## src/rtl/load_store_unit.sv

```systemverilog
// MEM-stage load/store front end: word-aligned accesses to a byte-addressable data memory,
// read-modify-write for SB/SH, sign/zero extension for loads, and fault classification.
module load_store_unit #(
  parameter int MEM_BYTES = 256
) (
  input  logic        clk,
  input  logic        reset,
  input  logic        req_valid,
  output logic        req_ready,
  input  logic        req_read,
  input  logic        req_write,
  input  logic [2:0]  funct3,
  input  logic [31:0] addr,
  input  logic [31:0] store_data,
  output logic        resp_valid,
  output logic [31:0] load_data,
  output logic        misaligned,
  output logic        illegal,
  output logic        MemRead,
  output logic        MemWrite,
  output logic [31:0] Mem_Addr,
  output logic [31:0] wr_data,
  input  logic [31:0] rd_data,
  output logic [1:0]  state_dbg
);

  localparam logic [1:0] IDLE   = 2'd0;
  localparam logic [1:0] LOAD   = 2'd1;
  localparam logic [1:0] RMW_RD = 2'd2;
  localparam logic [1:0] WRITE  = 2'd3;

  // Handshake: a request is taken on a rising edge where req_valid & req_ready;
  // req_ready is high only in IDLE, and resp_valid pulses for exactly one cycle.
  logic [1:0]  state;
  logic [31:0] addr_q;
  logic [31:0] data_q;
  logic [31:0] merged_q;
  logic [2:0]  funct3_q;

  logic [32:0] end_addr;
  logic        out_of_range;
  logic        bad_op;
  logic        bad_load;
  logic        bad_store;
  logic        is_illegal;
  logic        is_misaligned;

  always_comb begin
    end_addr      = {1'b0, addr[31:2], 2'b00} + 33'd3;
    out_of_range  = end_addr >= 33'(MEM_BYTES);
    bad_op        = req_read == req_write;
    bad_load      = req_read && (funct3 == 3'b011 || funct3[2:1] == 2'b11);
    bad_store     = req_write && (funct3[2] || funct3[1:0] == 2'b11);
    is_illegal    = bad_op || bad_load || bad_store || out_of_range;
    is_misaligned = (funct3[1:0] == 2'b01 && addr[0]) ||
                    (funct3[1:0] == 2'b10 && addr[1:0] != 2'b00);
  end

  // Lane selection: shifting by the byte offset brings the addressed byte/half to bit 0.
  logic [4:0]  shamt;
  logic [31:0] shifted;
  logic [31:0] load_ext;
  logic [31:0] lane_mask;
  logic [31:0] merged;

  always_comb begin
    shamt    = {addr_q[1:0], 3'b000};
    shifted  = rd_data >> shamt;
    load_ext = rd_data;
    case (funct3_q)
      3'b000:  load_ext = {{24{shifted[7]}}, shifted[7:0]};
      3'b001:  load_ext = {{16{shifted[15]}}, shifted[15:0]};
      3'b100:  load_ext = {24'd0, shifted[7:0]};
      3'b101:  load_ext = {16'd0, shifted[15:0]};
      default: load_ext = rd_data;
    endcase
    lane_mask = (funct3_q[1:0] == 2'b00) ? (32'h0000_00FF << shamt) : (32'h0000_FFFF << shamt);
    merged    = (rd_data & ~lane_mask) | ((data_q << shamt) & lane_mask);
  end

  always_ff @(posedge clk or negedge reset) begin
    if (!reset) begin
      state      <= IDLE;
      addr_q     <= '0;
      data_q     <= '0;
      merged_q   <= '0;
      funct3_q   <= '0;
      load_data  <= '0;
      resp_valid <= 1'b0;
      misaligned <= 1'b0;
      illegal    <= 1'b0;
    end else begin
      resp_valid <= 1'b0;
      misaligned <= 1'b0;
      illegal    <= 1'b0;
      case (state)
        IDLE: begin
          if (req_valid) begin
            addr_q   <= addr;
            funct3_q <= funct3;
            data_q   <= store_data;
            if (is_illegal) begin
              resp_valid <= 1'b1;
              illegal    <= 1'b1;
            end else if (is_misaligned) begin
              resp_valid <= 1'b1;
              misaligned <= 1'b1;
            end else if (req_read) begin
              state <= LOAD;
            end else if (funct3[1:0] == 2'b10) begin
              state <= WRITE;
            end else begin
              state <= RMW_RD;
            end
          end
        end
        LOAD: begin
          load_data  <= load_ext;
          resp_valid <= 1'b1;
          state      <= IDLE;
        end
        RMW_RD: begin
          merged_q <= merged;
          state    <= WRITE;
        end
        WRITE: begin
          resp_valid <= 1'b1;
          state      <= IDLE;
        end
        default: state <= IDLE;
      endcase
    end
  end

  // Memory strobes come straight from the state so reset removes them immediately.
  always_comb begin
    req_ready = state == IDLE;
    MemRead   = state == LOAD || state == RMW_RD;
    MemWrite  = state == WRITE;
    Mem_Addr  = {addr_q[31:2], 2'b00};
    wr_data   = '0;
    if (state == WRITE) begin
      wr_data = (funct3_q[1:0] == 2'b10) ? data_q : merged_q;
    end
    state_dbg = state;
  end

endmodule

```

## config.mk

```make
export PLATFORM = sky130hd
export DESIGN_NAME = load_store_unit
export DESIGN_NICKNAME = d
export VERILOG_FILES = /design/src/rtl/load_store_unit.sv
export SDC_FILE = /design/constraint.sdc
export NUM_CORES = 1
export LEC_CHECK = 0
export BUFFER_PORTS_ARGS = -buffer_cell sky130_fd_sc_hd__buf_2
export CAP_MARGIN = 20
export CORE_ASPECT_RATIO = 0.6
export CORE_MARGIN = 1.5
export CORE_UTILIZATION = 38
export DETAILED_ROUTE_END_ITERATION = 16
export PLACE_DENSITY = 0.6
export SLEW_MARGIN = 20
export SYNTH_ARGS = -nofsm -noshare
export SYNTH_HDL_FRONTEND = slang
export SYNTH_SLANG_ARGS = --single-unit
export TNS_END_PERCENT = 30
```

## constraint.sdc

```tcl
create_clock -name clk -period 2.5 [get_ports clk]
set_input_delay 0.125 -clock clk [delete_from_list [all_inputs] [get_ports clk]]
set_output_delay 0.125 -clock clk [all_outputs]
set_load 0.1 [all_outputs]
```

==> results of run 1 <==
## cells by family (layout without fill, tap and decap cells)
logic type                 after synthesis  in the layout  synth area share, %
and+or+nand+nor                        186            186                11.50
adders and majority gates                4              4               0.6894
buffers and inverters                  109            349                7.670
other                                    1              5              0.05166
AOI/OAI and AO/OA                      169            169                15.24
DFF                                    136            136                46.88
muxes                                  118            118                17.98
## power by group
part           internal (uW)  switching, uW  total (uW)
combinational            452           1010        1460
sequential              2320            103        2430
clock                   1580           1030        2610
total                   4350           2150        6500
## path summary, 6_finish.rpt
| path | to | cells past startpoint | slack, ns |
|---|---|---|---|
| worst min register to register | addr_q[4] | 1 | 0.50 |
| worst max register to register | load_data[0] | 5 | 0.62 |
| worst max-delay path | wr_data[23] | 5 | 0.19 |
| worst min-delay path | load_data[6] | 3 | 0.02 |
| max in group asynchronous | data_q[27] | 3 | 1.66 |
| min in group asynchronous | load_data[29] | 2 | 0.08 |
## stage by stage
stage          power [uW]  std cells  util, %  area, um2  setup slack [ns]
6_report             6499       1207    55.37      10190            0.1896
5_1_grt              6771       1204    55.32      10180           0.03933
4_1_cts              6537       1204    55.32      10180            0.1672
3_5_place_dp         3838       1104    48.35       8896            0.6224
3_3_place_gp         3825       1104    48.35       8896            0.6531
2_1_floorplan        3509        724        -       7391           -0.1641
## placed cells by master, fill, tap and decap left out, drive strengths merged, types with 8 or more instances in the layout
cell / count
o22ai: 15
nand2: 133
o21ai: 60
o31ai: 10
inv: 30
mux2: 86
clkbuf: 18
mux2i: 31
dlygate4sd3: 68
dfrtp: 136
o211ai: 8
nand2b: 10
a31oi: 11
a21oi: 10
buf: 222
a21boi: 32
nor2: 18
## flip-flops by register name, summed over array words and instances (netlist names)
name,flops
load_data,32
resp_valid,1
data_q,32
misaligned,1
funct3_q,3
merged_q,32
illegal,1
addr_q,32
state_dbg,2
## metal layers
metal / up-vias / global-route usage [%] / wire (um)
li1: 2970 / - / -
met3: 15 / 6.997 / 1995
met4: 0 / 5.000 / 169
met2: 251 / 34.29 / 9295
met1: 3049 / 35.48 / 11190
met5: - / 0 / 0
## critical path, cell delays in order (launching register included)
cell                       delay, ns
sky130_fd_sc_hd__dfrtp_1        0.63
sky130_fd_sc_hd__nand2b_1       0.17
sky130_fd_sc_hd__buf_4          0.34
sky130_fd_sc_hd__nand2_1        0.20
sky130_fd_sc_hd__a21boi_2       0.22
sky130_fd_sc_hd__buf_12         0.19
## area by class of cell
class / count / area, um2
repair buffers: 290 / 2333
diodes: 3 / 7.507
fillers: 1621 / 8213
clock inverters: 14 / 173.9
flip-flops and latches: 136 / 3406
multi-input cells: 479 / 3436
clock buffers: 18 / 429.2
well taps: 240 / 300.3
inverters: 27 / 101.3
==> summary by stage, run 1 <==
Status
The run finished with clean final reports.

Global routing
Across every metal layer, demand over resource in global routing totals 23.93%. Global routing finished with a remaining overflow of 0. The largest net degree at the start of global routing is 85. The via count of the first global-routing pass is 6276. The first-pass GRT wire length is 36.03 mm. The number of antenna violations at the first check in global routing is 3.

Clock tree
The root buffer cell chosen for the clock tree is sky130_fd_sc_hd__clkbuf_16. Clock-pin slew was measured on the worst setup and hold paths at 0.06 ns. The clock tree from TritonCTS is built. The H-tree depth is 4. The clock sink count is 136. The number of clock buffers added by TritonCTS is 17. Buffers added to address setup during post-CTS repair amount to 0. The clock passes through at most 2 buffers.

The post-cts gate resize count is 0. Hold repair after CTS inserted 68 buffers. Clock latency on the worst-skew pair, taken at its later pin, is 0.43 ns.

Detailed routing
After detailed routing, the number of vias per cell comes to 5.207. Across all layers, the routed design uses 6285 vias. The antenna violation net count after detailed routing is 0. The final routed DRC violation total is 0. For this run, the detailed router's first-pass iteration total came to 5.

The total length of routed wires is 22.65 mm. In the final routed layout, each cell accounts on average for 18.76 um. The detailed router finished its first iteration with 404 violations.

Power
Across the VDD grid, the largest voltage drop is 439.4 uV. Power spread over the standard cell area amounts to 637.9 nW/um2. The static leakage is 0.004553 uW.

Logic synthesis
Each instance of the synthesized netlist takes up on average 10.04 um2. Sequential elements use 46.88% of the synthesized area. After synthesis the cells add up to 7259 um2. Ranked by total cell area, the synthesized netlist is headed by sky130_fd_sc_hd__dfrtp_1 (47%), sky130_fd_sc_hd__mux2_2 (13%), sky130_fd_sc_hd__nand2_1 (6.9%).

The number of warnings printed during yosys synthesis is 0. The number of different library cells used by synthesis comes to 45. In this run, synthesis inferred 0 flip-flops with an integrated enable. After synthesis, the share of flip-flops with an asynchronous set or reset is 100.0%. After synthesis, the most frequently instantiated cells are sky130_fd_sc_hd__dfrtp_1 (136), sky130_fd_sc_hd__nand2_1 (133), sky130_fd_sc_hd__mux2_2 (86). The number of flip-flops and latches in the synthesized netlist is 136. The portion of synthesized cell area occupied by the leading cell type is 46.88%. The most common cell in the synthesized netlist is sky130_fd_sc_hd__dfrtp_1. The count of mapped cells out of synthesis is 723.

The most area-hungry cell type in the Yosys netlist is sky130_fd_sc_hd__dfrtp_1. The flip-flop cell with the highest count after synthesis is sky130_fd_sc_hd__dfrtp_1.

Die
The vertical extent of the die is 110.1 um. The number of cell rows is 38. 208 I/O pins were placed. The floorplan core area is 18400 um2. For this configuration, the core starts out at a cell density of 39.45%. The overall die area is 19970 um2. The horizontal die dimension is 181.4 um.

Worst setup path
STA puts the critical path data arrival time at 2.19 ns. The required time of the critical path is 2.38 ns. The peak fanout along the critical path is 32. The worst setup path is launched from a flip-flop. The worst setup path is captured at an output pin. The beginning of the worst register-to-register path is addr_q[0]. The classification of the worst setup path is reg2out. In this run the worst setup path begins at funct3_q[0].

Timing
Setup violations remaining at the end of the flow were counted as 0. For the final database, setup skew stands at 0.01660 ns. The fraction of the cycle the final worst path needs is 92.42%. The sum of negative setup slack is 0 ns.

For the pin with the worst max-slew slack, the measured transition is 0.5743 ns. The number of slew-limit violations in the final report is 0. The worst pin sits at a relative slew slack of 61.36%.

Setup repair after global routing left no endpoint under its margin. The clock period minus final worst setup slack is 2.310 ns. The final hold violation count is 0. The worst hold slack is 0.01775 ns. The fmax is 432.8 MHz.

Worst hold path
In this run the worst hold path is classified as in2reg. The startpoint of the worst hold path is rd_data[6].

Final layout
The area growth from synthesis to final layout is 40.33%. The share of final-layout standard cells stronger than drive strength 1 is 39.94%. At the end of the flow, the number of nets in the layout was 1059.

Run
Across the run, the number of max-cap violations was 0.

Placement
Detailed placement ended at an HPWL of 16.21 mm. The routability congestion estimate from global placement is 0.8861. The number of buffers added on ports is 205.
Power figures use the tool's default switching activity.
==> inputs of run 2 (changes only) <==
--- a/config.mk
+++ b/config.mk
@@ -5,13 +5,14 @@
 export SDC_FILE = /design/constraint.sdc
 export NUM_CORES = 1
 export LEC_CHECK = 0
+export ABC_AREA = 1
 export BUFFER_PORTS_ARGS = -buffer_cell sky130_fd_sc_hd__buf_2
 export CAP_MARGIN = 20
 export CORE_ASPECT_RATIO = 0.6
 export CORE_MARGIN = 1.5
 export CORE_UTILIZATION = 38
 export DETAILED_ROUTE_END_ITERATION = 16
-export PLACE_DENSITY = 0.6
+export PLACE_DENSITY = 0.61
 export SLEW_MARGIN = 20
 export SYNTH_ARGS = -nofsm -noshare
 export SYNTH_HDL_FRONTEND = slang
==> summary by stage, run 2 <==
Placement
The number of buffers added on ports is 205 (unchanged). The routability congestion estimate from global placement is 0.8975 (+1.3%). The half-perimeter wire length of the detailed placement result was 17.73 mm (+9.4%).

Timing
Setup repair after global routing left no endpoint under its margin. The fmax is 437.9 MHz (+1.2%). The sum of negative setup slack is 0 ns (unchanged). The number of slew-limit violations in the final report is 0 (unchanged). The headroom to the max-slew limit is 53.12% (-8.2 points). The fraction of the cycle the final worst path needs is 91.34% (-1.1 points).

The actual transition at the worst max-transition pin came to 0.7006 ns (+0.1262 ns). The final hold violation count was 0 (unchanged). The clock skew after layout is 0.01201 ns (-0.004589 ns). The clock period minus final worst setup slack is 2.283 ns (-0.02693 ns). The count of endpoints failing setup in the final report is 0 (unchanged).

Detailed routing
The number of vias after detailed routing was 7179 (+14%). The number of design-rule violations left by the first detailed-router iteration was 679 (+68%). The total length of routed wires was 24.53 mm (+8.3%).

The final routed DRC violation total is 0 (unchanged). The first-pass iteration count of the detailed router is 6 (+1). The antenna violation net count after detailed routing is 0 (unchanged).

The detailed-route wire length per cell is 17.00 um (-9.4%). The via-per-instance ratio is 4.975 (-4.5%).

Logic synthesis
The number of warnings printed during yosys synthesis is 0 (unchanged). The number of flip-flops and latches in the synthesized netlist is 136 (unchanged). The flip-flop cell with the highest count after synthesis is sky130_fd_sc_hd__dfrtp_1. In the synthesized netlist, the cells that appear most often are sky130_fd_sc_hd__nand2_1 (300), sky130_fd_sc_hd__dfrtp_1 (136), sky130_fd_sc_hd__o21ai_0 (129). The average size of a mapped cell came to 7.492 um2 (-25%).

The portion of synthesized cell area occupied by the leading cell type is 47.22% (+0.34 points). The proportion of synthesized chip area in sequential cells came to 47.22% (+0.34 points). The number of enable flip-flop cells after synthesis is 0 (unchanged). The number of library cell types mapped by synthesis was 29 (-36%). The netlist area before placement is 7207 um2 (-0.72%). The leading cell type by number of instances after synthesis is sky130_fd_sc_hd__nand2_1.

The share of async-settable or async-resettable flops after synthesis is 100.0% (unchanged). The count of mapped cells out of synthesis is 962 (+33%). The most area-hungry cell type in the Yosys netlist is sky130_fd_sc_hd__dfrtp_1. Ranked by total cell area, the synthesized netlist is headed by sky130_fd_sc_hd__dfrtp_1 (47%), sky130_fd_sc_hd__nand2_1 (16%), sky130_fd_sc_hd__o21ai_0 (9.0%).

Clock tree
The H-tree depth is 4 (unchanged). The clock tree from TritonCTS is built. The clock slew at the register clock pins of the worst setup and hold paths is 0.07 ns (about the same). The clock latency on the worst-skew pair is 0.42 ns (about the same). The post-cts gate resize count is 0 (unchanged). The number of clock buffers inserted by TritonCTS was 17 (unchanged). The clock sink count came to 136 (unchanged). The root buffer selected by CTS is sky130_fd_sc_hd__clkbuf_16. The buffer levels on the longest clock path was 2 (unchanged).

Die
The number of cell rows is 38 (unchanged). The I/O pin count is 208 (unchanged). The vertical extent of the die is 109.7 um (-0.35%). The overall die area is 19830 um2 (-0.70%). The horizontal die dimension came to 180.8 um (-0.36%). The floorplan core area is 18310 um2 (-0.52%). The initial core utilization is 39.37% (-0.082 points).

Worst hold path
The worst hold endpoint is load_data[4]. The startpoint of the worst hold path is rd_data[4]. The number of stages on the worst hold path is 3 (unchanged). In this run the worst hold path is classified as in2reg.

Final layout
The area growth from synthesis to final layout is 42.90%. The area used by multi-input combinational logic was 3363 um2 (-2.1%). The sequential cell area was 3406 um2 (unchanged). The library cells used most frequently in the layout, excluding fill and tap cells, are sky130_fd_sc_hd__nand2_1 (300), sky130_fd_sc_hd__buf_2 (180), sky130_fd_sc_hd__dfrtp_1 (134), sky130_fd_sc_hd__o21ai_0 (129), sky130_fd_sc_hd__inv_1 (85). The number of filler cells placed in the layout is 1680 (+3.6%). The most common library cell in the layout ignoring fill and taps is sky130_fd_sc_hd__nand2_1.

The antenna diode count is 0 (-3). The total number of nets in the final design is 1298 (+23%). The share of final-layout standard cells stronger than drive strength 1 is 26.68% (-13 points).

Worst setup path
The kind of launch point of the worst setup path is a flip-flop. The peak fanout along the critical path is 25 (-22%). The worst-case register-to-register setup slack was 0.51 ns (-0.11 ns). The endpoint of the worst-slack reg-to-reg timing path is state_dbg[1]. The classification of the worst setup path is reg2out. The worst register-to-register path begins at state_dbg[0]. The required time of the critical path is 2.38 ns (about the same).

STA classifies the critical path endpoint as an output pin. The arrival time of the worst setup path is 2.16 ns (-0.03 ns). The path depth of the worst reg2reg path is 6 (+1).

Run
The reported max-cap violation count is 0 (unchanged).

Global routing
The total congestion overflow came to 0 (unchanged). The largest net degree at the start of global routing is 52 (-39%). The via count of the first global-routing pass is 6830 (+8.8%). The combined global-route utilization of all metal layers is 25.75% (+1.8 points). The number of antenna violations at the first check in global routing came to 0 (-3). The first-pass GRT wire length is 38.96 mm (+8.1%).

Status
The run finished with clean final reports.
==> run 2: cell types whose count changed after synthesis, sizes merged, moves of 11 or more <==
| cell | change |
|---|---|
| o211ai | +23 |
| o21ai | +71 |
| a21oi | +69 |
| inv | +63 |
| nand2 | +170 |
| or2 | +16 |
| nand3 | +20 |
| mux2 | -86 |
| nor2 | +35 |
| a21boi | -32 |
| a31oi | -11 |
| mux2i | -31 |
==> run 2: per-layer routing <==
metal | vias to the layer above | share of wire (%) | track usage [%]
li1 | 3522 | - | -
met1 | 3349 | 50 | 39.01
met2 | 293 | 41 | 36.02
met3 | 15 | 8.4 | 7.718
met4 | 0 | 0.75 | 4.562
met5 | - | 0 | 0
==> run 2: cell type report <==
| cell class | count | share of cell area, % |
|---|---|---|
| timing repair buffer | 293 | 21.95 |
| clock inverter | 13 | 1.883 |
| inverter | 91 | 3.317 |
| clock buffer | 19 | 4.204 |
| sequential | 136 | 33.07 |
| tap | 240 | 2.916 |
| multi-input combinational | 651 | 32.66 |
==> run 2: logic make-up (layout without fill, tap and decap cells) <==
logic type               Yosys count  count (layout)  share of synthesized area, %
other                              1               2                       0.05203
AND/OR/NAND/NOR                  395             395                         21.77
AO/OA/AOI/OAI                    250             250                         18.78
flip-flops                       136             136                         47.22
buffers and inverters            176             416                         11.48
adder cells (fa/ha/maj)            4               4                        0.6945
==> run 2: worst max-delay path: stages (launching register included) <==
cell,delay (ns)
sky130_fd_sc_hd__dfrtp_1,0.45
sky130_fd_sc_hd__nor2_4,0.19
sky130_fd_sc_hd__buf_4,0.43
sky130_fd_sc_hd__o21ai_0,0.22
sky130_fd_sc_hd__a21oi_4,0.24
sky130_fd_sc_hd__buf_12,0.21
==> run 2: how the worst max path moves through the flow <==
| stage | cells past startpoint | end | from |
|---|---|---|---|
| 2_1_floorplan | 6 | wr_data[29] | funct3_q[1] |
| 3_3_place_gp | 9 | load_data[24] | addr_q[1] |
| 3_5_place_dp | 6 | state_dbg[1] | state_dbg[0] |
| 4_1_cts | 5 | wr_data[13] | funct3_q[0] |
| 5_1_grt | 7 | wr_data[29] | funct3_q[1] |
| 6_report | 5 | wr_data[13] | funct3_q[0] |
==> run 2: what timing repair did <==
action | in CTS | in global routing
setup buffers | 0 | 0
hold buffers | 68 | 0
setup endpoints to repair | 0 | 0
hold endpoints to repair | 114 | 0
==> run 2: stage by stage <==
step | cell area, um2 | setup WS (ns) | hold slack (ns) | utilization [%] | instances
after floorplan | 7589 | 0.08393 | -0.1706 | - | 963
after global placement | 8991 | 0.5917 | 0.1015 | 49.12 | 1343
after detailed placement | 8991 | 0.5278 | 0.1033 | 49.12 | 1343
after CTS | 10300 | 0.2139 | 0.0005591 | 56.26 | 1443
after global routing | 10300 | 0.07528 | 0.01551 | 56.26 | 1443
final | 10300 | 0.2165 | 0.01926 | 56.26 | 1443
Power of run 2 is left out: the tool's default activity adds up to more than one toggle a clock period on the data nets, which glitch-free logic cannot reach.
